<file path="config.mk">
export PLATFORM = sky130hd
export DESIGN_NAME = bdiv52x26_seq
export DESIGN_NICKNAME = d
export VERILOG_FILES = /design/src/rtl/bdiv_pkg.sv /design/src/rtl/bdiv_step.sv /design/src/rtl/bdiv52x26_seq.sv
export SDC_FILE = /design/constraint.sdc
export NUM_CORES = 1
export LEC_CHECK = 0
export CORE_MARGIN = 10
export CORE_UTILIZATION = 50
export CTS_CLUSTER_DIAMETER = 30
export DETAILED_ROUTE_END_ITERATION = 6
export HOLD_SLACK_MARGIN = 0.1
export PLACE_DENSITY = 0.85
export SLEW_MARGIN = 5
export SYNTH_ARGS = -nofsm -noshare
export SYNTH_HDL_FRONTEND = slang
export SYNTH_SLANG_ARGS = --single-unit
</file>
<file path="constraint.sdc">
create_clock -name clk -period 2.6 [get_ports clk]
set_input_delay 0.26 -clock clk [delete_from_list [all_inputs] [get_ports clk]]
set_output_delay 0.26 -clock clk [all_outputs]
set_load 0.01 [all_outputs]
</file>
<file path="src/rtl/bdiv_pkg.sv">
// rtl/bdiv_pkg.sv - widths, counter limit and FSM state type for the 52/26 restoring divider
package bdiv_pkg;
  localparam int DIVD_W = 52;
  localparam int DIVS_W = 26;
  localparam int QUO_W  = 26;
  localparam int CNT_W  = 5;

  localparam logic [CNT_W-1:0] CNT_LAST = CNT_W'(QUO_W - 1);

  typedef enum logic [1:0] {
    IDLE,
    CALC,
    DONE
  } bdiv_state_t;
endpackage

</file>
<file path="src/rtl/bdiv_step.sv">
// rtl/bdiv_step.sv - one combinational restoring-division step: shift in a bit, conditionally subtract M
module bdiv_step
  import bdiv_pkg::*;
(
  input  logic [DIVS_W:0]   r,
  input  logic              bit_in,
  input  logic [DIVS_W-1:0] m,
  output logic [DIVS_W:0]   r_next,
  output logic              q_bit
);
  logic [DIVS_W:0] t;
  logic [DIVS_W:0] m_ext;

  assign t     = {r[DIVS_W-1:0], bit_in};
  assign m_ext = {1'b0, m};

  // r[26] set would mean the shifted value already exceeds any 26-bit M
  assign q_bit  = r[DIVS_W] | (t >= m_ext);
  assign r_next = q_bit ? (t - m_ext) : t;
endmodule

</file>
<file path="src/rtl/bdiv52x26_seq.sv">
// rtl/bdiv52x26_seq.sv - sequential 52/26 radix-2 restoring divider, one quotient bit per cycle
// BDIV52X26_REM_EN exposes the remainder on port R; otherwise it stays internal.
module bdiv52x26_seq
  import bdiv_pkg::*;
(
  input  logic              clk,
  input  logic              rst,
  input  logic              in_valid,
  output logic              in_ready,
  input  logic [DIVD_W-1:0] D,
  input  logic [DIVS_W-1:0] M,
  output logic              out_valid,
  input  logic              out_ready,
  output logic [QUO_W-1:0]  Q,
`ifdef BDIV52X26_REM_EN
  output logic [DIVS_W-1:0] R,
`endif
  output logic              ovf
);
  bdiv_state_t       state;
  logic [CNT_W-1:0]  cnt;
  logic [DIVS_W:0]   r_q;
  logic [DIVS_W-1:0] sh_q;
  logic [DIVS_W-1:0] m_q;
  logic [DIVS_W:0]   step_r;
  logic              step_q;
  logic              ovf_n;

  assign ovf_n = (D[DIVD_W-1:DIVS_W] >= M);

  bdiv_step u_step (
    .r      (r_q),
    .bit_in (sh_q[DIVS_W-1]),
    .m      (m_q),
    .r_next (step_r),
    .q_bit  (step_q)
  );

`ifdef BDIV52X26_REM_EN
  assign R = r_q[DIVS_W-1:0];
`else
  // remainder lives only in r_q
`endif

  always_ff @(posedge clk) begin
    if (rst) begin
      state     <= IDLE;
      in_ready  <= 1'b0;
      out_valid <= 1'b0;
      Q         <= '0;
      ovf       <= 1'b0;
      cnt       <= '0;
      r_q       <= '0;
      sh_q      <= '0;
      m_q       <= '0;
    end else begin
      case (state)
        IDLE: begin
          in_ready <= 1'b1;
          if (in_valid && in_ready) begin
            in_ready <= 1'b0;
            m_q      <= M;
            sh_q     <= D[DIVS_W-1:0];
            ovf      <= ovf_n;
            if (ovf_n) begin
              // out_valid is raised one cycle later from DONE
              state <= DONE;
              Q     <= '1;
              r_q   <= {1'b0, D[DIVS_W-1:0]};
            end else begin
              state <= CALC;
              Q     <= '0;
              r_q   <= {1'b0, D[DIVD_W-1:DIVS_W]};
              cnt   <= CNT_LAST;
            end
          end
        end
        CALC: begin
          r_q  <= step_r;
          sh_q <= {sh_q[DIVS_W-2:0], 1'b0};
          Q    <= {Q[QUO_W-2:0], step_q};
          if (cnt == '0) begin
            state     <= DONE;
            out_valid <= 1'b1;
          end else begin
            cnt <= cnt - 1'b1;
          end
        end
        DONE: begin
          if (!out_valid) begin
            out_valid <= 1'b1;
          end else if (out_ready) begin
            out_valid <= 1'b0;
            in_ready  <= 1'b1;
            state     <= IDLE;
          end
        end
        default: begin
          state <= IDLE;
        end
      endcase
    end
  end
endmodule

</file>
==> metrics.cfg <==
[synth]
synth.avg_cell_area_um2 = 7.83
ys_seq_area_share_pct = 30.9
synth_compound_area_share_pct = 27.7
synth_async_reset_ratio_pct = 0
synth-main-ff-cell = dfxtp_1
dominant_combinational_cell_family_by_area_after_synthesis = compound AO/OA/AOI/OAI gates
number_of_storage_elements_in_the_synthesis_netlist = 115
mappedNetlistArea_mm2 = 0.00746
post_synth_mux_area_share_pct = 3.64
area_share_of_fa_ha_maj_cells_after_synthesis_pct = 9.33
syn_inst = 952
synth-simple-area-share_pct = 18.8
synth_edf_count = 0
synthesis.yosys.warnings = 0
synthXorXnorAreaFrac_pct = 2.58
synth_nets = 1089
post_synthesis_cell_type_count = 77

[critical_path]
cp_launch_type = primary input
critical-path-max-stage-delay_ns = 0.52
worst_path_most_repeated_cell = a21o_1
worst_path_top_cell_family_by_delay = compound AO/OA/AOI/OAI gates
crit_path_top_delay_cell = a2111o_1
r2r.worst_path.cells = 11
critical_path.n_buffers_inverters = 3
crit_path_end_kind = register
cp-startpoint = M[19]
timing.setup.critical_path_class = in -> reg
cp.arrival_ns = 2.87
timing.critical_path.fanout_max = 5
r2r_setup_slack_ns = 0.05
launch_instance_of_the_worst_register_to_register_path = m_q[12]
critical_path.cell_chain = clkdlybuf4s50_1 -> inv_1 -> ha_4 -> a21o_1 -> a21o_1 -> a21oi_2 -> nand2_2 -> a2111o_1 -> nand3_1 -> buf_4 -> nor2_1 -> a211oi_1
cp.depth = 12
critPathRequiredTime_ns = 2.91

[timing]
timing.final.crit_share_pct = 98.2
post_layout_min_period_ns = 2.55
max_freq_mhz = 392
final_max_slew_viol_count = 0
skew_ns = 0.00996
finalSetupViolations = 0
tightestPinTransition_ns = 0.742
timing.final.hold_violations = 0
tns_ns = 0
maxSlewHeadroom_pct = 50.5
setup_slack_ns = 0.0463
holdWs_ns = 0.210

[route]
wirelength_um = 25700
first_pass_detailed_route_iteration_total = 5
routed_via_density = 6.11
avgRoutedWirePerCell_um = 19.4
drt-initial-drc-count = 934
drc = 0
detailroute.via_count = 8118
ant_nets = 0

[outcome]
outcome = completed

[power]
power_frac_seq_pct = 22.8
comb_power_share_pct = 51.9
p_sw_share_pct = 38.9
worst_ir_drop_vdd_mv = 0.517
power.switching_w = 0.00376
p_int_w = 0.00592
p_per_area_mw_per_mm2 = 939
clock_power_share_pct = 25.2
power.static_leakage_nw = 4.32

[grt]
grt.overflow.total = 0
global_route_track_usage_on_met1_pct = 29.4
largest_net_degree_at_the_start_of_global_routing = 66
globalRoute.busiestLayer = met2
grt_antenna_before_repair = 0
grtUsageMet3_pct = 5.87
grt_util_all_layers_pct = 23.9
first_global_vias = 7807
wire_length_of_the_first_global_routing_pass_um = 39300
grt_util_met2_pct = 38.8

[final_layout]
diodes = 0
signed_area_change_from_the_synthesized_netlist_to_the_final_layout_pct = 38.2
stdcell_count = 1328
num-fill-cells = 1057
fin_area_mm2 = 0.0103
drive_above_1_share_pct = 18.7
layout.nets = 1268

[clock_tree]
hold_buf_count_cts = 0
cts_num_sinks = 115
maximum_buffer_depth_of_the_clock_tree = 2
clk_latency_ns = 0.42
tritoncts.num_buffers = 17
cts.root.buffer_cell = clkbuf_16
cts_tree = built
cts_max_level = 4
clk_transition_reported_paths_ns = 0.06

[placement]
hpwlAfterDp_um = 18200
placement.cell_area_mm2 = 0.00936
port_buffers = 110
post-place-ws_ns = -0.417
gpl.final_weighted_congestion = 0.975
placed_cells = 1289

[die]
ios = 111
die_width_um = 142
fp.coreArea_mm2 = 0.0146
starting_density_of_the_core_pct = 51.1
die_height_um = 142
rows = 44
die-area_mm2 = 0.0202

[min_path]
timing.hold.worst_path_depth = 3
timing.hold.worst.start = M[0]
worst_hold_path_type = in -> reg

[flow_run]
cap_viol_max_count = 0

## final timing paths
check | end
worst max-delay path | r_q[6]
worst min-delay path | m_q[0]
worst max register to register | r_q[2]
worst min register to register | m_q[2]
## kinds of logic (layout without fill, tap and decap cells)
group	after synthesis	count (layout)
multiplexers	27	27
XOR/XNOR	22	22
buffers and inverters	126	317
AO/OA/AOI/OAI	305	305
adder cells (fa/ha/maj)	55	55
AND/OR/NAND/NOR	302	303
flip-flops	115	115
## synthesized netlist by cell type, types with 6 or more instances
cell / count / share of area (%)
nand2_1: 134 / 6.7
dfxtp_1: 115 / 31
a21oi_1: 94 / 6.3
nor2_1: 65 / 3.3
inv_1: 62 / 3.1
ha_1: 54 / 9.1
clkbuf_1: 45 / 2.3
o21ai_0: 45 / 3.0
nand3_1: 27 / 1.8
mux2i_1: 26 / 3.5
a22oi_1: 25 / 2.5
a311oi_1: 25 / 2.9
a21o_1: 21 / 2.1
xnor2_1: 19 / 2.2
nor3_1: 15 / 1.0
and3_1: 13 / 1.1
o21bai_1: 12 / 1.2
buf_2: 9 / 0.60
o21ai_1: 9 / 0.60
nand2b_1: 7 / 0.59
o22ai_1: 7 / 0.59
a211oi_1: 6 / 0.60
a31oi_1: 6 / 0.50
nand4_1: 6 / 0.50
or2_2: 6 / 0.50
## worst reg2reg max path, stage by stage (launching register included)
cell and delay, ns:
dfxtp_1 0.32, inv_1 0.04, ha_1 0.31, a21o_1 0.19
a21o_1 0.16, a21oi_1 0.26, o21ai_2 0.14, o21a_4 0.27
buf_4 0.15, o21ai_1 0.20, o21ai_1 0.13, a221oi_1 0.29
## through the flow
step | power [W] | util (%)
2_1_floorplan | 0.00514 | -
3_3_place_gp | 0.00660 | 64.2
3_5_place_dp | 0.00665 | 64.2
4_1_cts | 0.00915 | 68.5
5_1_grt | 0.0101 | 70.6
6_report | 0.00968 | 70.6
## sequential cells by signal (all words and copies together) (netlist names)
name and cells:
state 2, out_valid 1, ovf 1, Q 26
m_q 26, in_ready 1, r_q 27, sh_q 26
cnt 5
## layer usage
metal	vias up	share of wire [%]
li1	3779	-
met1	3807	41
met2	449	47
met3	83	9.0
met4	0	3.5
met5	-	0
## layout make-up
class / instances / area, um2 / share of cell area, %
Multi-Input combinational cell: 712 / 4900 / 47.6
Sequential cell: 115 / 2300 / 22.4
Timing Repair Buffer: 223 / 2020 / 19.6
Clock buffer: 24 / 492 / 4.77
Inverter: 62 / 233 / 2.26
Tap cell: 184 / 230 / 2.23
Clock inverter: 8 / 124 / 1.20
## power groups by stage
stage	logic, W	clock network [W]	registers (W)
2_1_floorplan	0.00298	0	0.00216
3_3_place_gp	0.00439	0	0.00221
3_5_place_dp	0.00443	0	0.00221
4_1_cts	0.00452	0.00245	0.00218
5_1_grt	0.00537	0.00253	0.00222
6_report	0.00503	0.00244	0.00221
## layout by cell type, fill, tap and decap left out, drive strengths merged, types with 6 or more instances in the layout
master / netlist / routed
mux2i: 26 / 26
buf: 18 / 114
inv: 62 / 62
nand4: 6 / 6
a311oi: 25 / 25
a2111oi: 6 / 6
nand2: 137 / 138
o22ai: 9 / 9
nor3: 17 / 17
o21ai: 55 / 55
ha: 54 / 54
a21oi: 95 / 95
clkbuf: 46 / 24
nand2b: 7 / 7
o21bai: 12 / 12
a21o: 21 / 21
clkdlybuf4s50: 0 / 105
nor2: 67 / 67
or2: 6 / 6
xnor2: 19 / 19
and3: 13 / 13
a211oi: 7 / 7
a31oi: 6 / 6
a22oi: 25 / 25
a221oi: 8 / 8
dfxtp: 115 / 115
nand3: 28 / 28
## repair_timing
item | in CTS | in global routing
cloned | 0 | 1
gates resized for setup | 4 | 55
buffers inserted | 0 | 6
endpoints found under the setup margin | 7 | 60
pin swaps | 1 | 27
Note: power is estimated with default switching activity, not from simulation.
